`src/rtl/exu_mc.sv`:
```
// Multi-cycle execution unit: single-cycle ALU/branch ops plus an iterative
// shift-add multiplier and restoring divider, sharing one valid/ready handshake.
module exu_mc #(
  parameter int XLEN = 64,
  parameter int OPW  = 5
) (
  input  logic            clk,
  input  logic            rst,
  input  logic            in_valid,
  output logic            in_ready,
  input  logic [OPW-1:0]  aluop,
  input  logic [XLEN-1:0] op1,
  input  logic [XLEN-1:0] op2,
  input  logic [XLEN-1:0] pc,
  input  logic [XLEN-1:0] imm,
  input  logic            flush,
  output logic            out_valid,
  input  logic            out_ready,
  output logic [XLEN-1:0] result,
  output logic            pcsel,
  output logic [XLEN-1:0] dnpc,
  output logic            busy
);

  localparam int SW = $clog2(XLEN);

  localparam logic [OPW-1:0] OP_ADD   = OPW'(0);
  localparam logic [OPW-1:0] OP_SUB   = OPW'(1);
  localparam logic [OPW-1:0] OP_AND   = OPW'(2);
  localparam logic [OPW-1:0] OP_OR    = OPW'(3);
  localparam logic [OPW-1:0] OP_XOR   = OPW'(4);
  localparam logic [OPW-1:0] OP_SLL   = OPW'(5);
  localparam logic [OPW-1:0] OP_SRL   = OPW'(6);
  localparam logic [OPW-1:0] OP_SRA   = OPW'(7);
  localparam logic [OPW-1:0] OP_SLT   = OPW'(8);
  localparam logic [OPW-1:0] OP_SLTU  = OPW'(9);
  localparam logic [OPW-1:0] OP_BEQ   = OPW'(10);
  localparam logic [OPW-1:0] OP_BNE   = OPW'(11);
  localparam logic [OPW-1:0] OP_BLT   = OPW'(12);
  localparam logic [OPW-1:0] OP_BGE   = OPW'(13);
  localparam logic [OPW-1:0] OP_JAL   = OPW'(14);
  localparam logic [OPW-1:0] OP_MUL   = OPW'(15);
  localparam logic [OPW-1:0] OP_MULHU = OPW'(16);
  localparam logic [OPW-1:0] OP_DIVU  = OPW'(17);
  localparam logic [OPW-1:0] OP_REMU  = OPW'(18);
  localparam logic [OPW-1:0] OP_DIV   = OPW'(19);
  localparam logic [OPW-1:0] OP_REM   = OPW'(20);

  typedef enum logic [1:0] {S_IDLE, S_MUL, S_DIV, S_DONE} state_t;

  state_t          state;
  logic [SW-1:0]   cnt;
  logic [OPW-1:0]  op_q;
  logic [XLEN-1:0] a_q;
  logic [XLEN-1:0] acc_hi;
  logic [XLEN-1:0] acc_lo;
  logic [XLEN-1:0] opnd;
  logic            qneg_q;
  logic            rneg_q;
  logic            divz_q;

  logic [SW-1:0]   shamt;
  logic [XLEN-1:0] target;
  logic [XLEN-1:0] s_res;
  logic            s_pcsel;
  logic [XLEN-1:0] s_dnpc;
  logic            is_mul;
  logic            is_div;
  logic            is_sdiv;

  logic [XLEN:0]   mul_sum;
  logic [XLEN-1:0] mul_hi_n;
  logic [XLEN-1:0] mul_lo_n;
  logic [XLEN:0]   div_sh;
  logic [XLEN:0]   div_diff;
  logic            div_ok;
  logic [XLEN-1:0] div_q_n;
  logic [XLEN-1:0] div_r_n;
  logic [XLEN-1:0] mc_res;

  assign in_ready  = (state == S_IDLE);
  assign out_valid = (state == S_DONE);
  assign busy      = (state == S_MUL) || (state == S_DIV);

  assign shamt   = op2[SW-1:0];
  assign target  = pc + imm;
  assign is_mul  = (aluop == OP_MUL) || (aluop == OP_MULHU);
  assign is_div  = (aluop >= OP_DIVU) && (aluop <= OP_REM);
  assign is_sdiv = (aluop == OP_DIV) || (aluop == OP_REM);

  always_comb begin
    s_res   = '0;
    s_pcsel = 1'b0;
    s_dnpc  = '0;
    case (aluop)
      OP_ADD:  s_res = op1 + op2;
      OP_SUB:  s_res = op1 - op2;
      OP_AND:  s_res = op1 & op2;
      OP_OR:   s_res = op1 | op2;
      OP_XOR:  s_res = op1 ^ op2;
      OP_SLL:  s_res = op1 << shamt;
      OP_SRL:  s_res = op1 >> shamt;
      OP_SRA:  s_res = $signed(op1) >>> shamt;
      OP_SLT:  s_res = {{(XLEN-1){1'b0}}, ($signed(op1) < $signed(op2))};
      OP_SLTU: s_res = {{(XLEN-1){1'b0}}, (op1 < op2)};
      OP_BEQ:  begin s_pcsel = (op1 == op2); s_dnpc = target; end
      OP_BNE:  begin s_pcsel = (op1 != op2); s_dnpc = target; end
      OP_BLT:  begin s_pcsel = ($signed(op1) < $signed(op2)); s_dnpc = target; end
      OP_BGE:  begin s_pcsel = ($signed(op1) >= $signed(op2)); s_dnpc = target; end
      OP_JAL:  begin s_res = pc + XLEN'(4); s_pcsel = 1'b1; s_dnpc = target; end
      default: ;
    endcase
  end

  // One multiply step: add multiplicand into the high half when the current
  // multiplier bit is set, then shift the whole {carry, hi, lo} right.
  assign mul_sum  = {1'b0, acc_hi} + (acc_lo[0] ? {1'b0, opnd} : {(XLEN+1){1'b0}});
  assign mul_hi_n = mul_sum[XLEN:1];
  assign mul_lo_n = {mul_sum[0], acc_lo[XLEN-1:1]};

  // One restoring-division step; acc_lo shifts dividend bits out and quotient bits in.
  assign div_sh   = {acc_hi, acc_lo[XLEN-1]};
  assign div_diff = div_sh - {1'b0, opnd};
  assign div_ok   = ~div_diff[XLEN];
  assign div_q_n  = {acc_lo[XLEN-2:0], div_ok};
  assign div_r_n  = div_ok ? div_diff[XLEN-1:0] : div_sh[XLEN-1:0];

  always_comb begin
    mc_res = '0;
    case (op_q)
      OP_MUL:   mc_res = mul_lo_n;
      OP_MULHU: mc_res = mul_hi_n;
      OP_DIVU:  mc_res = divz_q ? '1 : div_q_n;
      OP_REMU:  mc_res = divz_q ? a_q : div_r_n;
      OP_DIV:   mc_res = divz_q ? '1 : (qneg_q ? -div_q_n : div_q_n);
      OP_REM:   mc_res = divz_q ? a_q : (rneg_q ? -div_r_n : div_r_n);
      default:  ;
    endcase
  end

  // Control FSM and datapath registers; output registers load only on entry to DONE.
  always_ff @(posedge clk or negedge rst) begin
    if (!rst) begin
      state  <= S_IDLE;
      cnt    <= '0;
      op_q   <= '0;
      a_q    <= '0;
      acc_hi <= '0;
      acc_lo <= '0;
      opnd   <= '0;
      qneg_q <= 1'b0;
      rneg_q <= 1'b0;
      divz_q <= 1'b0;
      result <= '0;
      pcsel  <= 1'b0;
      dnpc   <= '0;
    end else if (flush) begin
      state <= S_IDLE;
    end else begin
      case (state)
        S_IDLE: begin
          if (in_valid) begin
            op_q   <= aluop;
            a_q    <= op1;
            cnt    <= SW'(XLEN-1);
            acc_hi <= '0;
            if (is_mul) begin
              state  <= S_MUL;
              opnd   <= op1;
              acc_lo <= op2;
            end else if (is_div) begin
              state  <= S_DIV;
              opnd   <= (is_sdiv && op2[XLEN-1]) ? -op2 : op2;
              acc_lo <= (is_sdiv && op1[XLEN-1]) ? -op1 : op1;
              qneg_q <= is_sdiv && (op1[XLEN-1] ^ op2[XLEN-1]);
              rneg_q <= is_sdiv && op1[XLEN-1];
              divz_q <= (op2 == '0);
            end else begin
              state  <= S_DONE;
              result <= s_res;
              pcsel  <= s_pcsel;
              dnpc   <= s_dnpc;
            end
          end
        end
        S_MUL, S_DIV: begin
          acc_hi <= (state == S_MUL) ? mul_hi_n : div_r_n;
          acc_lo <= (state == S_MUL) ? mul_lo_n : div_q_n;
          if (cnt == '0) begin
            state  <= S_DONE;
            result <= mc_res;
            pcsel  <= 1'b0;
            dnpc   <= '0;
          end else begin
            cnt <= cnt - 1'b1;
          end
        end
        S_DONE: begin
          if (out_ready) state <= S_IDLE;
        end
        default: state <= S_IDLE;
      endcase
    end
  end

endmodule

```
`config.mk`:
```
export PLATFORM = sky130hd
export DESIGN_NAME = exu_mc
export DESIGN_NICKNAME = d
export VERILOG_FILES = /design/src/rtl/exu_mc.sv
export SDC_FILE = /design/constraint.sdc
export NUM_CORES = 2
export LEC_CHECK = 0
export ABC_AREA = 1
export CAP_MARGIN = 5
export CORE_ASPECT_RATIO = 1.1
export CORE_MARGIN = 2
export CORE_UTILIZATION = 42
export CTS_BUF_LIST = sky130_fd_sc_hd__clkbuf_2 sky130_fd_sc_hd__clkbuf_4 sky130_fd_sc_hd__clkbuf_8
export CTS_CLUSTER_SIZE = 40
export DETAILED_ROUTE_END_ITERATION = 8
export PLACE_DENSITY_LB_ADDON = 0.25
export SLEW_MARGIN = 0
export SYNTH_ARGS = -nofsm -noshare
export SYNTH_HDL_FRONTEND = slang
export SYNTH_SLANG_ARGS = --single-unit
```
`constraint.sdc`:
```
create_clock -name clk -period 6.6 [get_ports clk]
set_input_delay 1.32 -clock clk [delete_from_list [all_inputs] [get_ports clk]]
set_output_delay 1.32 -clock clk [all_outputs]
set_load 0.03 [all_outputs]
```
---- Word level (Yosys, flattened, before mapping) ----
Cells that the tools add are included.
Widths: inputs -> output; s select.
word-level totals
  output and inout bits ................... 132
  bits in registers ....................... 401
  input bits .............................. 266
cells by class
  mux-type cells .......................... 49
  shift operators ......................... 3
  equal/unequal tests ..................... 38
  add/subtract/negate cells ............... 11
  magnitude comparators ................... 5
  reduce and logical (&&, ||, !) cells .... 23
  bitwise gates (word level) .............. 7
operators with widths
  operator               number
  $mux 64                27
  $pmux 64 s11           1
  $pmux 64 s2            4
  $pmux 64 s6            1
  $neg 64->64            4
  $add 64x64->64         2
  $lt 64x64->1           2
  $add 64x64->65         1
  $sub 65x64->65         1
  $add 64x3->64 const B  1
  $and 64x64->64         1
  $eq 64x64->1           1
  $ge 64x64->1           1
  $logic_not 64->1       1
  $ne 64x64->1           1
  $or 64x64->64          1
  $shl 64x6->64          1
  $shr 64x6->64          1
  $sshr 64x6->64         1
  $sub 64x64->64         1
  $xor 64x64->64         1
  $eq 5x4->1 const B     9
  $eq 5x5->1 const B     8
  $eq 5x3->1 const B     4
  32 further kinds       60

---- Depth between registers and ports, before layout ----
  depth after elaboration ................. 8
  gate-level depth with buffers ........... 40

---- Least setup slack after synthesis ----
No wires, ideal clock.
  kind .................................... input to register
  start point ............................. input port op2[2]
  end point ............................... register result[0]
  stages .................................. 21
  data required time ...................... 6.470 ns
  arrival ................................. 4.845 ns
  slack ................................... 1.625 ns
  cells stage by stage .................... inv_1 > clkbuf_1 > clkbuf_1 > buf_1 > ha_1 > clkbuf_1 > nor2_1 > nand2_1 > nand3_1 > a21oi_1 > inv_1 > a21oi_1 > o21bai_1 > a21oi_1 > o21ai_0 > inv_1 > o21ai_0 > xor2_1 > nor3_1 > o31ai_1 > a2bb2oi_1
on the way
  cells in the longest elaborated chain, start to end .. 6
  elaborated cells between the ends (all ways) .. 10
ends and longest elaborated chain
  what                                  RTL line  source
  from (decl)                           13        input logic [XLEN-1:0] op2,
  $lt 64x64->1 (tied with other cells)  105       OP_SLTU: s_res = {{(XLEN-1){1'b0}}, (op1 < op2)};
  $pmux 64 s11 (*)                      95        case (aluop)
  $mux 64 (*)                           171       end else if (is_div) begin
  $mux 64 (*)                           167       if (is_mul) begin
  $mux 64 (*)                           162       if (in_valid) begin
  $pmux 64 s2 (*)                       160       case (state)
  to (signal assigned)                  180       result <= s_res;
  to (signal assigned)                  191       result <= mc_res;
  to (decl)                             19        output logic [XLEN-1:0] result,
Mark *: on every way between the ends. The rest lies on a longest branch, timed or not. The select of a mux whose other input is x is not followed.
A chain may end at the register's enable or synchronous reset.

---- Worst setup path after layout ----
  start point ............................. register acc_lo[63]
  end point ............................... register result[58]
on the way
  cells in the longest elaborated chain, start to end .. 8
  elaborated cells between the ends (all ways) .. 13
ends and longest elaborated chain
  what                                      RTL line  source
  from (decl)                               56        logic [XLEN-1:0] acc_lo;
  from (signal assigned)                    170       acc_lo <= op2;
  from (signal assigned)                    174       acc_lo <= (is_sdiv && op1[XLEN-1]) ? -op1 : op1;
  from (signal assigned)                    188       acc_lo <= (state == S_MUL) ? mul_lo_n : div_q_n;
  $sub 65x64->65                            123       assign div_diff = div_sh - {1'b0, opnd};
  $mux 64 or $not 1->1 (tied branches)      126, 124
  $neg 64->64 (on tied branches)            136, 135
  $mux 64 (on tied branches) (2 in series)  136, 135
  $pmux 64 s6 (*)                           130       case (op_q)
  $mux 64 (*)                               189       if (cnt == '0) begin
  $pmux 64 s2 (*)                           160
Marked as above.

==> results.cfg <==
[clock_network]
cts-root-buf = clkbuf_8
max-clock-path-buffers = 3
clk_pin_slew_ns = 0.07
clk_latency_ns = 0.92
cts_sinks = 401
cts_tree = done
ctsHoldBuffers = 0
cts_buffers = 82
htree_levels = 3

[worst_setup_path]
worstPathRequired_ns = 7.36
cp-start-kind = flop
critPathKind = flop to flop
cp.arrival_ns = 6.96
crit_fanout = 6
cp_slowest_cell = nor3_1
crit_top_cell = nand2_2
end_kind = flop
crit_path_max_incr_delay_ns = 0.99

[placed_design]
gp_congestion = 1.18
dp_slack_ns = 0.256
dp_hpwl_mm = 358
io_buffers = 397

[cells_and_area]
syn2layout_area_growth_pct = 14.9
drive_gt1_frac = 0.0688
utilization = 0.486
layout.nets = 12500

[detailed_routing]
drt_iter0_markers = 14200
vias_per_cell = 6.47
drtPass1Iterations = 9
wl_mm = 444
drc = 1
wire_per_inst_um = 31.7
vias = 90700
ant_nets = 0

[global_route]
gr-total-overflow = 0
grt_pass1_wl_mm = 616
grt_pass1_vias = 85000
grt_max_degree = 140
track_usage = 0.537
antenna_found_initial = 40

[synth]
syn_inst = 11500
synth_flop_cell = dfrtp_1
synth_edf_count = 0
syn-num-nets = 12200
syn_area_um2 = 65100
async_reset_ff_frac = 1.00
ys_seq_area_frac = 0.154
synth_seq_cells = 401
syn_area_per_cell_um2 = 5.65
yosysUniqueCellTypes = 80
yosysWarnings = 0

[floorplanning]
num_rows = 151
die_w_um = 380
die_h_um = 417
dieArea_um2 = 158000
core_um2 = 154000
io_pins = 398
initial_core_util = 0.423

[run_status]
violations = DRC, capacitance limit, slew limit
status = finished, violations left

[sta]
fin_ws_ns = 0.407
finalCritPeriodShare = 0.938
finalSetupTns_ns = 0
clock-skew-final_ns = 0.0723
timing.fmax_mhz = 161
drv_slew = 3
relSlewSlack = -0.0337
report.final.setup_viol = 0
hold_ws_ns = 0.391
worstMarginPinSlew_ns = 1.54
min_period_ns = 6.19
rsz0062_at_grt = no
hold_viol_final = 0

[power_and_ir_drop]
power_leakage_nw = 36.2
ir_drop_mv = 0.519
power_per_cell_area_nw_per_um2 = 436
p_total_mw = 32.6

[flow_run]
maxCapViolations = 1

[worst_hold_path]
hp-class = input pin to asynchronous set/reset pin
[placed cells by master (no fill, tap or decap), drive strengths merged, types with 39 or more instances in the layout]
master | netlist | layout
a221oi | 39 | 39
inv | 1630 | 1635
dfrtp | 401 | 401
clkdlybuf4s50 | 0 | 390
nand3 | 482 | 482
o2111ai | 51 | 51
o211ai | 92 | 92
or2 | 78 | 78
nor3 | 172 | 172
clkbuf | 460 | 117
a31oi | 169 | 169
o221ai | 87 | 87
o21ai | 1328 | 1328
nor4 | 75 | 75
a21boi | 44 | 44
nand4 | 126 | 126
a21oi | 1103 | 1103
buf | 97 | 404
o21a | 42 | 42
o22ai | 98 | 98
xnor2 | 48 | 48
mux2i | 44 | 44
xor2 | 151 | 151
ha | 394 | 394
nand2 | 2757 | 2757
nor2 | 1288 | 1288
[registers in the layout (all words and copies together) (netlist names), 2 cells and up]
name    count
a_q        64
acc_hi     64
acc_lo     64
cnt         6
dnpc       64
op_q        5
opnd       64
result     64
state       2
[cell usage after synthesis, drive strengths merged (48+ instances only)]
| library cell | number | area share |
|---|---|---|
| a21oi | 1103 | 0.085 |
| a31oi | 169 | 0.016 |
| buf | 97 | 0.0076 |
| clkbuf | 460 | 0.027 |
| dfrtp | 401 | 0.15 |
| ha | 394 | 0.076 |
| inv | 1630 | 0.094 |
| nand2 | 2757 | 0.16 |
| nand3 | 482 | 0.037 |
| nand4 | 126 | 0.012 |
| nor2 | 1288 | 0.077 |
| nor3 | 172 | 0.014 |
| nor4 | 75 | 0.0076 |
| o2111ai | 51 | 0.0069 |
| o211ai | 92 | 0.011 |
| o21ai | 1328 | 0.10 |
| o221ai | 87 | 0.012 |
| o22ai | 98 | 0.0094 |
| or2 | 78 | 0.0075 |
| xnor2 | 48 | 0.0065 |
| xor2 | 151 | 0.020 |
[layer usage]
layer  GRT usage  part of all wire  up-vias
met1       0.592              0.34    41800
met5           0           0.00030        -
met2       0.797              0.41     7570
met3       0.183              0.13     2218
li1            -                 -    39100
met4       0.534              0.12       20
[power by group]
group / internal, mW / switching, mW
Sequential: 3.56 / 1.46
Combinational: 6.79 / 17.4
Clock: 1.85 / 1.54
Total: 12.2 / 20.4
[timing repair]
action	4_1_cts	5_1_grt
setup endpoints to repair	0	1
buffers inserted	0	1
gates resized for setup	0	2
[area by class of cell]
| type | count | area (um2) |
|---|---|---|
| tap | 2065 | 2580 |
| sequential | 401 | 10000 |
| antenna | 32 | 80.1 |
| inverter | 1648 | 6200 |
| clock buffer | 116 | 1520 |
| multi-input combinational | 8924 | 46900 |
| clock inverter | 30 | 437 |
| timing repair buffer | 795 | 7140 |
| fill | 16400 | 79100 |
[critical path, delay by kind of cell, from the launching register on]
| kind | cells | cell delay, ns |
|---|---|---|
| AO/OA/AOI/OAI | 4 | 0.49 |
| XOR/XNOR | 1 | 0.15 |
| adder cells (fa/ha/maj) | 3 | 0.88 |
| buffers and inverters | 4 | 0.57 |
| flip-flops | 1 | 0.39 |
| AND/OR/NAND/NOR | 19 | 3.53 |
[through the flow]
stage	instance area, um2	std cells
final	74900	14000
after detailed placement	72800	13800
after floorplan	65100	11500
after global placement	72800	13800
after CTS	74700	14000
after global routing	74800	14000
[path summary, 6_finish.rpt]
path                            startpoint    endpoint  slack [ns]  depth (start not counted)
worst max register to register  acc_lo[63]  result[58]        0.41                         31
worst min register to register    dnpc[58]    dnpc[58]        0.48                          2
min in group clk                  dnpc[58]    dnpc[58]        0.48                          2
max in group asynchronous              rst    opnd[37]        4.43                          2
worst max-delay path            acc_lo[63]  result[58]        0.41                         31
worst min-delay path                   rst    dnpc[49]        0.39                          1
[logic make-up after synthesis]
kind of cell / synth area share
simple gates: 0.321
compound gates: 0.285
buf+inv: 0.129
flops: 0.154
fa+ha+maj: 0.0772
xor+xnor: 0.0268
mux: 0.00676
Power figures use the tool's default switching activity.
